===== src/rtl/radio_pkg.sv =====
// Shared definitions for the radio serial link: FSM states and link defaults.
package radio_pkg;

  localparam int unsigned RADIO_CLKS_PER_BIT = 16;
  localparam int unsigned RADIO_DATA_BITS    = 8;

  // Level of the serial line between frames.
  localparam logic LINE_IDLE = 1'b1;

  typedef enum logic [2:0] {
    IDLE      = 3'd0,
    START     = 3'd1,
    DATA      = 3'd2,
    STOP      = 3'd3,
    WAIT_HIGH = 3'd4
  } state_t;

endpackage


===== src/rtl/radio_sync.sv =====
// Two-flop synchronizer for an asynchronous serial line; resets to the idle level.
module radio_sync
  import radio_pkg::*;
(
  input  logic clk,
  input  logic rst,
  input  logic d,
  output logic q
);

  logic meta;

  // Two back-to-back flops; reset to idle so no false start is seen after reset.
  always_ff @(posedge clk) begin
    if (rst) begin
      meta <= LINE_IDLE;
      q    <= LINE_IDLE;
    end else begin
      meta <= d;
      q    <= meta;
    end
  end

endmodule


===== src/rtl/radio_rx.sv =====
// UART-style serial byte receiver with held valid/ack output, framing error and overrun.
module radio_rx
  import radio_pkg::*;
#(
  parameter int unsigned CLKS_PER_BIT = RADIO_CLKS_PER_BIT,
  parameter int unsigned DATA_BITS    = RADIO_DATA_BITS
) (
  input  logic                 clk,
  input  logic                 rst,
  input  logic                 enable,
  input  logic                 Rx,
  input  logic                 rx_ack,
  output logic [DATA_BITS-1:0] rx_data,
  output logic                 rx_valid,
  output logic                 busy,
  output logic                 frame_err,
  output logic                 overrun
);

  localparam int unsigned CNT_W = $clog2(CLKS_PER_BIT);
  localparam int unsigned IDX_W = (DATA_BITS > 1) ? $clog2(DATA_BITS) : 1;
  localparam logic [CNT_W-1:0] CNT_HALF = CNT_W'(CLKS_PER_BIT / 2 - 1);
  localparam logic [CNT_W-1:0] CNT_LAST = CNT_W'(CLKS_PER_BIT - 1);
  localparam logic [IDX_W-1:0] IDX_LAST = IDX_W'(DATA_BITS - 1);

  logic line;

  state_t               state, state_n;
  logic [CNT_W-1:0]     cnt, cnt_n;
  logic [IDX_W-1:0]     idx, idx_n;
  logic [DATA_BITS-1:0] shreg, shreg_n;
  logic [DATA_BITS-1:0] data_n;
  logic                 valid_n, busy_n, ferr_n, ovr_n;

  radio_sync u_sync (
    .clk (clk),
    .rst (rst),
    .d   (Rx),
    .q   (line)
  );

  // State, datapath and output registers.
  always_ff @(posedge clk) begin
    if (rst) begin
      state     <= IDLE;
      cnt       <= '0;
      idx       <= '0;
      shreg     <= '0;
      rx_data   <= '0;
      rx_valid  <= 1'b0;
      busy      <= 1'b0;
      frame_err <= 1'b0;
      overrun   <= 1'b0;
    end else begin
      state     <= state_n;
      cnt       <= cnt_n;
      idx       <= idx_n;
      shreg     <= shreg_n;
      rx_data   <= data_n;
      rx_valid  <= valid_n;
      busy      <= busy_n;
      frame_err <= ferr_n;
      overrun   <= ovr_n;
    end
  end

  // Next-state and output logic; ack handling first, a good stop bit overrides it.
  always_comb begin
    state_n = state;
    cnt_n   = cnt;
    idx_n   = idx;
    shreg_n = shreg;
    data_n  = rx_data;
    valid_n = rx_valid;
    ferr_n  = 1'b0;
    ovr_n   = overrun;

    if (rx_ack && rx_valid) begin
      valid_n = 1'b0;
      ovr_n   = 1'b0;
    end

    if (!enable && (state != IDLE)) begin
      // Abort: drop the partial byte, leave the delivered byte and flags alone.
      state_n = IDLE;
      cnt_n   = '0;
      idx_n   = '0;
    end else begin
      unique case (state)
        IDLE: begin
          if (enable && !line) begin
            state_n = START;
            cnt_n   = '0;
          end
        end
        START: begin
          if (cnt == CNT_HALF) begin
            cnt_n   = '0;
            idx_n   = '0;
            state_n = line ? IDLE : DATA;
          end else begin
            cnt_n = cnt + CNT_W'(1);
          end
        end
        DATA: begin
          if (cnt == CNT_LAST) begin
            cnt_n   = '0;
            shreg_n = {line, shreg[DATA_BITS-1:1]};
            if (idx == IDX_LAST) begin
              idx_n   = '0;
              state_n = STOP;
            end else begin
              idx_n = idx + IDX_W'(1);
            end
          end else begin
            cnt_n = cnt + CNT_W'(1);
          end
        end
        STOP: begin
          if (cnt == CNT_LAST) begin
            cnt_n = '0;
            if (line) begin
              data_n  = shreg;
              valid_n = 1'b1;
              ovr_n   = overrun | (rx_valid & ~rx_ack);
              state_n = IDLE;
            end else begin
              ferr_n  = 1'b1;
              state_n = WAIT_HIGH;
            end
          end else begin
            cnt_n = cnt + CNT_W'(1);
          end
        end
        WAIT_HIGH: begin
          if (line == LINE_IDLE) begin
            state_n = IDLE;
          end
        end
        default: begin
          state_n = IDLE;
          cnt_n   = '0;
          idx_n   = '0;
        end
      endcase
    end

    busy_n = (state_n != IDLE);
  end

endmodule

===== config.mk =====
export PLATFORM = sky130hd
export DESIGN_NAME = radio_rx
export DESIGN_NICKNAME = d
export VERILOG_FILES = /design/src/rtl/radio_pkg.sv /design/src/rtl/radio_sync.sv /design/src/rtl/radio_rx.sv
export SDC_FILE = /design/constraint.sdc
export NUM_CORES = 1
export LEC_CHECK = 0
export CORE_MARGIN = 2
export CORE_UTILIZATION = 40
export DETAILED_ROUTE_END_ITERATION = 12
export PLACE_DENSITY = 0.72
export SLEW_MARGIN = 25
export SYNTH_ARGS = -nofsm -noshare
export SYNTH_HDL_FRONTEND = slang
export SYNTH_SLANG_ARGS = --single-unit

===== constraint.sdc =====
create_clock -name clk -period 2.09 [get_ports clk]
set_clock_uncertainty 0.15 [all_clocks]
set_input_delay 0.627 -clock clk [delete_from_list [all_inputs] [get_ports clk]]
set_output_delay 0.627 -clock clk [all_outputs]
set_load 0.02 [all_outputs]

==> flow_summary_export.csv <==
group,metric,value,unit
worst_setup_path,worst_setup_path_end_kind,"output pin",
floorplanning,die_w,63.0,µm
place,dp_cells,203,
clocking,post_cts_buffers,0,
layout,fin_area,1730,µm²
place,gp_congestion,0.821,
worst_setup_path,path_class,"register to output pin",
layout,diodes,0,
yosys,synthFlopType,"dfxtp_1",
drt,vias,1107,
layout,drive_gt1_share,17.6,%
yosys,syn_inst,139,
worst_setup_path,crit_chain,"clkdlybuf4s50_1",
worst_setup_path,critical_path.max_fanout,1,
sta,slew_headroom,70.0,%
yosys,ys_seq_elements,32,
layout,syn_to_final_growth,24.2,%
sta,min_period,2030,ps
grt,grt_pass1_vias,1071,
clocking,cts_num_sinks,32,
floorplanning,initial_core_util,41.7,%
worst_setup_path,critPathTopFamily,"buffers and inverters",
drt,vias_per_cell,5.25,
drt,dr.pass1.iters,4,
yosys,syn_area_per_cell,10.0,µm²
sta,worst_pin_slew,449,ps
grt,antenna_found_initial,0,
pwr,power.total,1.15,mW
floorplanning,dieHeight,63.0,µm
clocking,htreeDepth,2,
yosys,synthesis.area,1390,µm²
worst_setup_path,critPathLaunchType,"register",
flow_run,maxCapViolCount,0,
sta,slew_viol_final,0,
pwr,powerDensity,664,nW/µm²
drt,routed_wl,2670,µm
pwr,leakage,0.869,nW
floorplanning,io_pins,17,
sta,timing_hold_violations_final,0,
sta,finalSetupViolations,0,
clocking,cts_root_buf,"clkbuf_4",
clocking,clk-insertion-delay-late,340,ps
clocking,tritoncts.num_buffers,5,
sta,max_freq,492,MHz
place,dp_hpwl,1910,µm
floorplanning,core,3340,µm²
floorplanning,row_count,21,
pwr,ir_worst_vdd,470,µV
yosys,synth_nets,147,
worst_setup_path,critPathBufInv,1,
yosys,synth_warnings,0,
worst_setup_path,slowest_delay,590,ps
sta,period_share,97.3,%
worst_setup_path,cp_slowest_cell,"clkdlybuf4s50_1",
grt,grt_start_max_net_pins,13,
yosys,synth-edff-count,0,
drt,drt_drc_violations_left,0,
layout,final_cells,211,
hold_path,hold_path_class,"register to register",
place,postPlaceCellArea,1640,µm²
layout,num-nets-final,172,
clocking,clk_pin_slew_worst_paths,100,ps
yosys,seq_area_frac_synth,46.0,%
drt,wl_per_cell,12.6,µm
clocking,clock_path_buffers,2,
worst_setup_path,cp.arrival,1260,ps
worst_setup_path,required,1310,ps
outcome,status,"finished, final reports clean",
grt,track_usage,14.8,%
clocking,cts_tree,"done",
drt,detail-route-antenna-nets,0,
grt,grt_pass1_wl,4650,µm
yosys,async_reset_ff_share,0,%
drt,drt_iter0_markers,74,
yosys,synth_cell_types,45,
grt,grt_remaining_overflow,0,
floorplanning,dieArea,3970,µm²
sta,rsz0062_at_grt,"no",
place,numPortBuffers,16,
-- through the flow --
step / setup slack [ps] / TNS (ps) / hold slack, ps / utilization, %
after floorplan: 353 / 0 / 239 / -
after global placement: -169 / -1200 / 242 / 49.1
after detailed placement: -192 / -1620 / 250 / 49.1
after CTS: 9.99 / 0 / 277 / 51.3
after global routing: 15.2 / 0 / 288 / 51.8
final: 57.4 / 0 / 273 / 51.8
-- registers in the layout, summed over array words and instances, names as in the netlist --
register	flops
rx_data	8
shreg	8
cnt	4
idx	3
state	3
busy	1
frame_err	1
overrun	1
rx_valid	1
u_sync.meta	1
u_sync.q	1
-- where the power goes --
group | switching (mW) | internal, mW | total [mW]
registers | 0.00435 | 0.614 | 0.618
clock network | 0.229 | 0.249 | 0.478
logic | 0.0246 | 0.0271 | 0.0517
total | 0.258 | 0.890 | 1.15
-- worst paths after layout --
check | startpoint | cells after the start | endpoint | slack, ps
max | frame_err | 1 | frame_err | 60
min | u_sync.meta | 1 | u_sync.q | 270
max reg2reg | cnt[0] | 5 | cnt[3] | 150
min reg2reg | u_sync.meta | 1 | u_sync.q | 270
-- per-layer routing --
layer	share of wire [%]	GRT usage, %
met1	46	18.3
met2	47	22.7
met3	4.7	4.86
met4	2.1	7.78
met5	0	0
-- what timing repair did --
action | in CTS | in global routing
hold buffers | 0 | 0
setup endpoints to repair | 4 | 6
gates resized for setup | 4 | 6
-- cells in the mapped netlist (2+ instances only) --
cell | count | area, µm²
nand2b_1 | 2 | 12.5
dfxtp_1 | 32 | 641
a21oi_1 | 3 | 15.0
and4b_1 | 2 | 20.0
o21ai_0 | 3 | 15.0
nand3_1 | 5 | 25.0
or2_2 | 2 | 12.5
a211oi_1 | 2 | 15.0
nand4b_1 | 2 | 17.5
mux2i_1 | 18 | 180
nor2_1 | 21 | 78.8
nand2_1 | 5 | 18.8
a22o_1 | 2 | 17.5
clkbuf_1 | 2 | 7.51
ha_1 | 3 | 37.5
buf_2 | 4 | 20.0
nor3_1 | 3 | 15.0
-- cell usage in the layout (no fill, tap or decap), drive strengths merged, types with 3 or more instances in the layout --
master         synthesis  routed
a21oi                  3       3
nor2                  22      22
dlygate4sd2            0       4
dfxtp                 32      32
or2                    3       3
nand2                  5       5
clkdlybuf4s50          0       6
nand3                  5       5
buf                    6      10
dlymetal6s2s           0       6
clkbuf                 2       5
ha                     3       3
o21ai                  3       3
nor3                   3       3
mux2i                 18      18
-- cell type report --
cell class              instances  area, µm²
clock buffers                   5       37.5
clock inverters                 3       42.5
fillers                       315       1610
inverters                       1       3.75
multi-input cells              98        701
flip-flops and latches         32        641
well taps                      46       57.6
repair buffers                 26        245
-- kinds of logic (layout without fill, tap and decap cells) --
| kind of cell | after synthesis | in the layout | share of synthesized area [%] |
|---|---|---|---|
| fa+ha+maj | 4 | 4 | 3.51 |
| mux | 18 | 18 | 12.9 |
| compound gates | 20 | 20 | 11.3 |
| flops | 32 | 32 | 46.0 |
| buf+inv | 9 | 35 | 3.60 |
| simple gates | 56 | 56 | 22.6 |
(Power assumes the default switching activity.)
